`config.mk`:
```
export PLATFORM = sky130hd
export DESIGN_NAME = frv_pipeline_buffer
export DESIGN_NICKNAME = d
export VERILOG_FILES = /design/src/rtl/frv_pipeline_buffer.sv
export SDC_FILE = /design/constraint.sdc
export NUM_CORES = 1
export LEC_CHECK = 0
export CORE_MARGIN = 10
export CORE_UTILIZATION = 30
export CTS_CLUSTER_DIAMETER = 40
export DETAILED_ROUTE_END_ITERATION = 7
export GPL_TIMING_DRIVEN = 0
export PLACE_DENSITY = 0.6
export SYNTH_ARGS = -nofsm -noshare
export SYNTH_HDL_FRONTEND = slang
export SYNTH_SLANG_ARGS = --single-unit
```
`constraint.sdc`:
```
create_clock -name g_clk -period 3.05 [get_ports g_clk]
set_input_delay 0.61 -clock g_clk [delete_from_list [all_inputs] [get_ports g_clk]]
set_output_delay 0.61 -clock g_clk [all_outputs]
set_load 0.05 [all_outputs]
```
`src/rtl/frv_pipeline_buffer.sv`:
```
// Elastic pipeline stage register: a DEPTH-entry circular buffer between two
// pipeline stages, with ready/valid/count driven purely from registered state.
module frv_pipeline_buffer #(
    parameter int RLEN  = 8,
    parameter int DEPTH = 2,
    parameter int CW    = $clog2(DEPTH + 1)
) (
    input  logic            g_clk,
    input  logic            g_reset,
    input  logic [RLEN-1:0] i_data,
    input  logic            i_valid,
    output logic            o_ready,
    input  logic            flush,
    output logic [RLEN-1:0] o_data,
    output logic            o_valid,
    input  logic            i_ready,
    output logic [CW-1:0]   o_count
);

    // Handshake: a transfer happens on a rising edge where valid and ready
    // are both high and flush is low; valid never waits on ready.
    localparam int PW = (DEPTH > 1) ? $clog2(DEPTH) : 1;

    logic [RLEN-1:0] mem [DEPTH];
    logic [PW-1:0]   wp;
    logic [PW-1:0]   rp;
    logic [CW-1:0]   cnt;
    logic            push;
    logic            pop;

    assign o_ready = (cnt != CW'(DEPTH));
    assign o_valid = (cnt != '0);
    assign o_count = cnt;
    assign o_data  = o_valid ? mem[rp] : '0;

    assign push = i_valid && o_ready && !flush;
    assign pop  = o_valid && i_ready && !flush;

    // Explicit wrap so non-power-of-two depths work.
    function automatic logic [PW-1:0] next_ptr(input logic [PW-1:0] p);
        return (p == PW'(DEPTH - 1)) ? '0 : p + PW'(1);
    endfunction

    always_ff @(posedge g_clk or posedge g_reset) begin
        if (g_reset) begin
            wp  <= '0;
            rp  <= '0;
            cnt <= '0;
        end else if (flush) begin
            wp  <= '0;
            rp  <= '0;
            cnt <= '0;
        end else begin
            if (push) wp <= next_ptr(wp);
            if (pop)  rp <= next_ptr(rp);
            cnt <= cnt + CW'(push) - CW'(pop);
        end
    end

    // Storage is not reset; o_data is masked whenever the buffer is empty.
    always_ff @(posedge g_clk) begin
        if (push) mem[wp] <= i_data;
    end

endmodule

```
**After elaboration in Yosys (flattened, before gate mapping)**

Memory sizes are Yosys's and may differ from the RTL's.
Cells that the tools add are included.
Widths: inputs -> output; s select.

- Register bits after elaboration: 4
- Output and inout bits: 12
- RAM bits: 16
- Word-level logic and storage cells: 27
- Input bits: 13
- Memories: 1

Memories:

| name | words | width | rd ports | clocked after memory_dff | wr ports | line | text |
|---|---|---|---|---|---|---|---|
| mem | 2 | 8 | 1 | 0 | 1 | 24 | `logic [RLEN-1:0] mem [DEPTH];` |

- Eq/ne operators: 1
- Mux-type cells: 10
- Add/sub/neg operators: 4
- Reductions and logical operators: 8

Operators with widths:

| kind | number |
|---|---|
| $mux 1 | 8 |
| $mux 8 | 1 |
| $reduce_bool 2->1 | 3 |
| $logic_and 1x1->1 | 4 |
| $add 1x1->1 const B | 2 |
| $add 2x1->2 | 1 |
| $mux 2 | 1 |
| $ne 2x2->1 const B | 1 |
| $sub 2x1->2 | 1 |
| $logic_not 1->1 | 1 |

**Longest topological paths before layout**

Gate-level depths: netlist of the first run.

- Depth after elaboration: 6
- Gate-level depth with buffers: 9

**Worst setup path before layout of the first run**

OpenSTA, ideal clock, no wires.

- Path kind: reg2reg
- From: register cnt[0], in the netlist o_count[0]
- To: register cnt[1], in the netlist o_count[1]
- Path buffers: 0
- Library setup time: 0.086 ns
- Stages on the path, launching flop included: 10
- Setup slack: 0.600 ns
- Arrival: 2.364 ns
- Clock period less this slack: 2.450 ns
- Required time: 2.964 ns
- Path through: dfrtp_1 > nand2b_2 > nand2_2 > or2_2 > ha_1 > inv_1 > ha_1 > xor2_1 > and2_2 > nor3_1

- Longest elaborated chain between the ends: 6

Ends and longest elaborated chain:

| item | line | text |
|---|---|---|
| start, declared | 27 | `logic [CW-1:0] cnt;` |
| start signal, assigned | 56 | `cnt <= cnt + CW'(push) - CW'(pop);` |
| $ne 2x2->1 | 31 | `assign o_ready = (cnt != CW'(DEPTH));` |
| named net o_ready | 12 | `output logic o_ready,` |
| $logic_and 1x1->1 (2 in series) | 36 | `assign push = i_valid && o_ready && !flush;` |
| $add 2x1->2 | 56 |  |
| $sub 2x1->2 | 56 |  |
| $mux 2 | 49 | `end else if (flush) begin` |

The timed path passes the listed nets, and every way through them passes these cells.
A chain may end at the register's enable or synchronous reset.

**Worst setup path after layout of the first run**

- From: register cnt[1], in the netlist o_count[1]
- To: output port o_data[3]

- Longest elaborated chain between the ends: 2

Ends and longest elaborated chain:

| item | line | text |
|---|---|---|
| $reduce_bool 2->1 | 32 | `assign o_valid = (cnt != '0);` |
| $mux 8 | 34 | `assign o_data = o_valid ? mem[rp] : '0;` |
| end, declared | 14 | `output logic [RLEN-1:0] o_data,` |

Every way passes these cells.

==> results of run 1 <==
[metrics by stage]
| stage | std cells | setup slack [ns] | total power, mW | hold WS, ns | cell area [sq um] |
|---|---|---|---|---|---|
| CTS | 119 | 0.4670 | 0.7411 | 0.4897 | 1156 |
| global route | 119 | 0.3162 | 0.7753 | 0.4815 | 1156 |
| global placement | 115 | 0.4803 | 0.6149 | 0.6503 | 1130 |
| detailed placement | 115 | 0.4992 | 0.6181 | 0.6661 | 1130 |
| floorplan | 61 | 0.5996 | 0.5216 | 0.3761 | 860.8 |
| finish | 119 | 0.5452 | 0.7290 | 0.4913 | 1156 |
[logic make-up (layout without fill, tap and decap cells)]
logic type | Yosys count | count (layout) | synth area share (%)
adders and majority gates | 2 | 2 | 2.907
DFF | 20 | 20 | 67.44
buffers and inverters | 5 | 32 | 3.197
AOI/OAI and AO/OA | 1 | 1 | 0.5808
and+or+nand+nor | 22 | 22 | 12.79
muxes | 9 | 9 | 11.05
xor gates and xnor gates | 2 | 2 | 2.035
[sequential cells by signal, summed over array words and instances, names as in the netlist]
| register | flops |
|---|---|
| rp | 1 |
| mem | 16 |
| wp | 1 |
| o_count | 2 |
[per-layer routing]
layer | vias up | wire [um] | global-route usage [%]
met4 | 0 | 17 | 3.727
met5 | - | 0 | 0
met2 | 19 | 832 | 11.08
met1 | 239 | 622 | 6.995
li1 | 266 | - | -
met3 | 2 | 146 | 3.499
[path summary, 6_finish.rpt]
kind / start / end / slack (ns)
setup / recovery: o_count[1] / o_data[3] / 0.55
min in group g_clk: flush / o_count[0] / 0.58
max in group asynchronous: g_reset / rp / 2.40
setup reg to reg: o_count[0] / mem[1][4] / 1.03
hold / removal: g_reset / wp / 0.49
hold reg to reg: o_count[1] / o_count[1] / 0.67
[final cells by class]
type | instances | area [sq um]
buffer | 2 | 16.27
clock buffer | 3 | 22.52
clock inverter | 1 | 3.754
fill | 280 | 1602
inverter | 3 | 11.26
multi-input combinational | 36 | 252.7
sequential | 20 | 580.6
tap | 31 | 38.79
timing repair buffer | 23 | 230.2
[power by group]
part | total [mW] | switching, mW | internal, mW | leakage [nW]
Clock | 0.124 | 0.0761 | 0.0476 | 0.0154
Sequential | 0.329 | 0.0125 | 0.317 | 0.200
Combinational | 0.276 | 0.175 | 0.102 | 0.218
Total | 0.729 | 0.263 | 0.466 | 0.433
[cell usage in the layout (no fill, tap or decap)]
master           count
and2_2               1
buf_2                1
buf_6                1
clkbuf_4             3
clkdlybuf4s50_1     23
clkinv_1             1
dfrtp_1              4
edfxtp_1            16
ha_1                 2
inv_1                3
mux2_4               1
mux2i_1              8
nand2_2              1
nand2b_2             1
nor2_1              12
nor2_2               1
nor2b_1              2
nor3_1               2
nor3b_1              1
o21ai_0              1
or2_2                1
xor2_1               2
[worst max-delay path: stages, from the launching register on]
cell and delay (ns):
dfrtp_1 0.46, nor2_2 0.34, nor2_1 0.09, clkdlybuf4s50_1 0.71
==> results.yml, run 1 <==
status:
  outcome: "finished clean"
flow_run:
  maxCapViolCount: 0
critical_path:
  start_kind: "flip-flop"
  r2r_cells: 3
  worst-setup-path-type: "flip-flop to output port"
  crit_path_end_kind: "output port"
  crit_fanout: 9
  arrival_ns: 1.89
  worstPathRequired_ns: 2.44
floorplanning:
  floorplan.die_area_sq_mm: 0.005412
  rows: 19
  die_x_um: 73.57
  start_util_pct: 31.22
  die_h_um: 73.57
  io_pins: 25
  core_sq_mm: 0.002758
pwr:
  p_per_area_mw_per_mm2: 630.6
  leakagePower_nw: 0.4334
  max-vdd-ir-drop_mv: 0.3661
synthesis:
  yosys_warnings: 0
  syn_inst: 61
  ys_seq_area_share_pct: 67.44
  synth_top_area_share_pct: 55.81
  ys_top_cells_by_count: "edfxtp_1 (16), nor2_1 (12), mux2i_1 (8)"
  synth_area_leaders: "edfxtp_1 (56%), dfrtp_1 (12%), mux2i_1 (9.3%)"
  synth-edff-count: 16
  avgSynthCellArea_sq_um: 14.11
  syn_area_sq_um: 860.8
  ys_ff_latch: 20
  yosysMostFrequentCell: "edfxtp_1"
  async_reset_ff_share_pct: 20.00
  synth_largest_area_cell: "edfxtp_1"
  ys.flop_type: "edfxtp_1"
  syn_nets: 76
  synth_cell_types: 19
clock_tree:
  cts_tree: "built"
  insertion_delay_ns: 0.29
  h-tree-depth: 1
  cts.clk_slew.worst_paths_ns: 0.11
  cts_hold_buf: 0
  cts_buffers: 3
  clk_path_buf_depth: 2
  clock_sinks: 20
  post_cts.repair.setup_buffers: 0
  root_buffer: "clkbuf_4"
  cts_resized: 0
sta:
  drv_slew: 0
  worst_slew_pin_slew_ns: 1.194
  fmax_mhz: 399.2
  hold_viol: 0
  clock-skew-final_ns: 0.002239
  timing.setup.tns_ns: 0
  fin_crit_sh_pct: 82.12
  setup_viol: 0
  grt_setup_unrepaired: "no"
  max-slew-margin-rel_pct: 20.22
  period_minus_slack_ns: 2.505
detailed_routing:
  post_drt_wl_per_cell_um: 13.60
  drc: 0
  drtIter0Drc: 16
  drt_pre_antenna_iters: 4
  vias: 526
  antenna_left: 0
  routed_via_density: 4.420
  wl_mm: 1.618
placement:
  post-dp-hpwl_mm: 1.256
  gp_congestion: 0.7249
  portBuffers: 23
global_routing:
  grt_first_pass_wirelength_mm: 2.822
  grt_max_degree: 12
  grt_pass1_vias: 612
  track_usage_pct: 6.843
  antenna_found_initial: 0
  grt_overflow: 0
finish:
  diodes: 0
  area_growth_pct: 34.30
  post-route-util_pct: 41.92
  layout-drive-gt1-share_pct: 12.50
  final_nets: 104
min_path:
  worst_hold_path_type: "input port to asynchronous set/reset pin"
No activity file was read; power rests on OpenSTA's default activity.
==> inputs of run 2 (changes only) <==
- PLACE_DENSITY: 0.6 -> 0.62
- clock period: 3.05 -> 2.2 ns (I/O delays scaled with it)
==> run 2 against run 1 <==
Global-route usage shrank 0.44 points. Sequential power grew 40%. Clock power grew 140%. Flip-flop and latch count is the same. Via count shrank 0.38%. Clock-buffer cell count is the same. First-iteration DRC count shrank 13%. Final area grew 2.4%. Largest cell class unchanged. Largest power group unchanged. Highest routed layer unchanged.
==> results.yml, run 2 (synthesis results as in run 1) <==
clock_tree:
  clock_sinks: 20
  insertion_delay_ns: 0.30
  cts_buffers: 3
  clk_path_buf_depth: 2
  cts.clk_slew.worst_paths_ns: 0.11
  cts_tree: "built"
  root_buffer: "clkbuf_4"
  h-tree-depth: 1
detailed_routing:
  routed_via_density: 4.403
  antenna_left: 0
  vias: 524
  wl_mm: 1.589
  drt_pre_antenna_iters: 2
  post_drt_wl_per_cell_um: 13.35
  drtIter0Drc: 14
  drc: 0
critical_path:
  start_kind: "flip-flop"
  cp_cell_sequence: "nand2b_4 > clkdlybuf4s50_1"
  crit_path_end_kind: "output port"
  startpoint: "o_count[0]"
  slowest_delay_ns: 0.80
  critPathTopFamily: "buffers and inverters"
  arrival_ns: 1.68
  reg2reg_from: "o_count[0]"
  crit_path_top_delay_cell: "clkdlybuf4s50_1"
  crit_fanout: 5
  crit_buf_inv: 1
  worst-setup-path-type: "flip-flop to output port"
  worstPathRequired_ns: 1.76
pwr:
  leakagePower_nw: 0.4825
  swShare_pct: 33.64
  seqPwrFrac_pct: 40.9
  p_comb_share_pct: 32.6
  p_switching_uw: 378.5
  p_per_area_mw_per_mm2: 950.5
  fin_total_pwr_mw: 1.125
  pwr-share-clk_pct: 26.6
  max-vdd-ir-drop_mv: 0.5249
  p_int_uw: 746.6
global_routing:
  grt_first_pass_wirelength_mm: 2.566
  grt_overflow: 0
  track_usage_pct: 6.398
  grt_pass1_vias: 547
  antenna_found_initial: 0
  grt_max_degree: 13
sta:
  worst_slew_pin_slew_ns: 1.235
  max-slew-margin-rel_pct: 17.50
  clock-skew-final_ns: 0.003753
  grt_setup_unrepaired: "no"
  setup_viol: 0
  drv_slew: 0
  holdWs_ns: 0.3248
  hold_viol: 0
  period_minus_slack_ns: 2.121
  fmax_mhz: 471.5
  fin_crit_sh_pct: 96.40
finish:
  layout-drive-gt1-share_pct: 15.91
  area_growth_pct: 37.50
  nFillCells: 270
  mostFrequentLayoutCell: "edfxtp_1"
  top_register: "mem"
  mostFrequentLayoutCells: "edfxtp_1 (16), clkdlybuf4s50_1 (14), nor2_1 (12)"
  diodes: 0
  largest_reg_flops: 16
  final_nets: 104
status:
  outcome: "finished clean"
floorplanning:
  die_x_um: 73.57
  start_util_pct: 31.22
  floorplan.die_area_sq_mm: 0.005412
  die_h_um: 73.57
  io_pins: 25
  rows: 19
  core_sq_mm: 0.002758
placement:
  gp_congestion: 0.7320
  post-dp-hpwl_mm: 1.215
  portBuffers: 23
min_path:
  worst_hold_path_type: "input port to asynchronous set/reset pin"
flow_run:
  maxCapViolCount: 0
-- run 2: through the flow --
stage	area (sq um)	std cells	setup WS (ns)	util (%)	setup TNS, ns
4_1_cts	1179	119	0.03741	42.74	0
3_3_place_gp	1137	115	-0.1715	41.24	-1.987
2_1_floorplan	868.3	61	0.01390	-	0
6_report	1184	119	0.07930	42.92	0
3_5_place_dp	1137	115	-0.2384	41.24	-2.645
5_1_grt	1184	119	0.02417	42.92	0
-- run 2: final timing paths --
path | to | slack [ns] | cells after the start
max in group asynchronous | o_count[1] | 1.70 | 2
max | o_ready | 0.08 | 2
min reg2reg | o_count[1] | 0.68 | 2
min in group g_clk | o_count[0] | 0.39 | 2
min | wp | 0.32 | 2
max reg2reg | mem[1][1] | 0.18 | 3
-- run 2: final cells by class --
class,instances,area (sq um),share of cell area [%]
clock buffers,3,22.52,1.903
multi-input cells,36,262.8,22.20
plain buffers,2,16.27,1.374
well taps,31,38.79,3.277
repair buffers,23,219.0,18.50
flip-flops and latches,20,583.1,49.26
inverters,3,11.26,0.9514
clock inverters,1,30.03,2.537
-- run 2: power by group through the flow --
stage	clock network (mW)	logic [mW]	registers, mW
floorplan	0	0.243	0.486
global placement	0	0.392	0.465
CTS	0.304	0.373	0.457
detailed placement	0	0.396	0.466
global route	0.329	0.395	0.463
finish	0.299	0.366	0.460
-- run 2: worst reg2reg max path: cells and delay by family (launching register included) --
family | cells | cell delay [ns]
simple gates | 3 | 1.21
flops | 1 | 0.44
-- run 2: what timing repair did --
| action | in CTS | in global routing |
|---|---|---|
| hold buffers | 0 | 0 |
| resized for setup | 9 | 1 |
| setup endpoints to repair | 9 | 9 |
| setup buffers | 0 | 0 |
-- run 2: layer usage --
| metal | vias to the layer above | share of wire, % | track usage (%) |
|---|---|---|---|
| met1 | 244 | 39 | 6.106 |
| met3 | 2 | 6.0 | 2.423 |
| met2 | 12 | 54 | 11.36 |
| li1 | 266 | - | - |
| met5 | - | 0 | 0 |
| met4 | 0 | 0.88 | 3.727 |
==> inputs of run 3 (changes only) <==
- SLEW_MARGIN: unset -> 20
==> run 3 against run 2 <==
Worst setup slack lost 0.0099 ns. Highest routed layer unchanged. Cell count did not move. Critical path depth did not move.
==> results.yml, run 3 (synthesis results as in run 1) <==
status:
  outcome: "finished clean"
sta:
  grt_setup_unrepaired: "no"
  drv_slew: 0
  holdWs_ns: 0.3062
  fin_ws_ns: 0.06938
  setup_viol: 0
  worst_slew_pin_slew_ns: 0.6832
  hold_viol: 0
  max-slew-margin-rel_pct: 54.25
  clock-skew-final_ns: 0.003582
  fmax_mhz: 469.3
  fin_crit_sh_pct: 96.85
  period_minus_slack_ns: 2.131
placement:
  post-dp-hpwl_mm: 1.216
  gp_congestion: 0.7320
  post_dp_cell_area_sq_mm: 0.001142
  dp_slack_ns: -0.1439
  portBuffers: 23
detailed_routing:
  drtIter0Drc: 13
  post_drt_wl_per_cell_um: 13.53
  antenna_left: 0
  vias: 527
  drc: 0
  wl_mm: 1.610
  drt_pre_antenna_iters: 4
  routed_via_density: 4.429
floorplanning:
  die_h_um: 73.57
  die_x_um: 73.57
  rows: 19
  core_sq_mm: 0.002758
  floorplan.die_area_sq_mm: 0.005412
  io_pins: 25
  start_util_pct: 31.22
global_routing:
  busiest_layer: "met2"
  grt_first_pass_wirelength_mm: 2.553
  antenna_found_initial: 0
  met3_usage_pct: 2.423
  track_usage_pct: 6.370
  grt_overflow: 0
  grt_pass1_vias: 548
  met1_usage_pct: 6.027
  grt_max_degree: 13
  use_met2_pct: 11.36
clock_tree:
  clock_sinks: 20
  h-tree-depth: 1
  cts_buffers: 3
  post_cts.repair.setup_buffers: 0
  cts_tree: "built"
  clk_path_buf_depth: 2
  cts.clk_slew.worst_paths_ns: 0.12
  insertion_delay_ns: 0.30
  root_buffer: "clkbuf_4"
  cts_hold_buf: 0
finish:
  final_nets: 104
  design_area_sq_mm: 0.001194
  area_growth_pct: 38.66
  top_register: "mem"
  post-route-util_pct: 43.28
  mostFrequentLayoutCells: "edfxtp_1 (16), clkdlybuf4s50_1 (14), nor2_1 (12)"
  multiInputGateArea_sq_um: 272.8
  seqCellArea_sq_um: 583.1
  nFillCells: 271
  layout-drive-gt1-share_pct: 18.18
  largest_reg_flops: 16
  diodes: 0
  mostFrequentLayoutCell: "edfxtp_1"
pwr:
  max-vdd-ir-drop_mv: 0.5224
  leakagePower_nw: 0.4854
  fin_total_pwr_mw: 1.132
  p_per_area_mw_per_mm2: 948.2
critical_path:
  crit_fanout: 5
  arrival_ns: 1.69
  worst-setup-path-type: "flip-flop to output port"
  worstPathRequired_ns: 1.76
  start_kind: "flip-flop"
  crit_path_end_kind: "output port"
flow_run:
  maxCapViolCount: 0
min_path:
  worst_hold_path_type: "input port to asynchronous set/reset pin"
run 3: cell count changes in the layout (fill, tap and decap cells not counted):
cell / change
nor3b_2: +1
nor3_2: +1
nor3_1: -1
nor3b_1: -1
run 3: final timing paths:
kind / startpoint / to / slack, ns / depth (start not counted)
setup / recovery: o_count[0] / o_ready / 0.07 / 2
hold / removal: g_reset / wp / 0.31 / 2
setup reg to reg: o_count[0] / o_count[1] / 0.19 / 9
hold reg to reg: o_count[1] / o_count[1] / 0.67 / 2
max in group asynchronous: g_reset / o_count[0] / 1.72 / 2
min in group g_clk: flush / o_count[0] / 0.40 / 2
run 3: critical path, stage by stage, from the launching register on:
cell	delay, ns
dfrtp_2	0.44
nand2b_4	0.15
clkdlybuf4s50_1	0.80
run 3: timing repair:
| item | 4_1_cts | 5_1_grt |
|---|---|---|
| endpoints found under the hold margin | 0 | 0 |
| endpoints found under the setup margin | 9 | 8 |
| resized for setup | 9 | 1 |
run 3: metal layers:
metal	vias up	share of wire, %
met5	-	0
met2	18	53
met1	240	38
met3	4	7.0
li1	265	-
met4	0	1.6
run 3: power breakdown:
group | switching [mW] | internal (mW)
registers | 0.0197 | 0.440
clock network | 0.121 | 0.184
logic | 0.244 | 0.124
run 3: stage by stage:
step / TNS [ns] / instances
floorplan: 0 / 61
global placement: -1.987 / 115
detailed placement: -0.7961 / 115
CTS: 0 / 119
global route: 0 / 119
finish: 0 / 119
run 3: area by class of cell:
class,count,share of cell area [%]
Buffer,2,1.363
Timing Repair Buffer,23,18.34
Tap cell,31,3.249
Clock buffer,3,1.887
Inverter,3,0.9434
Sequential cell,20,48.85
Multi-Input combinational cell,36,22.85
Clock inverter,1,2.516
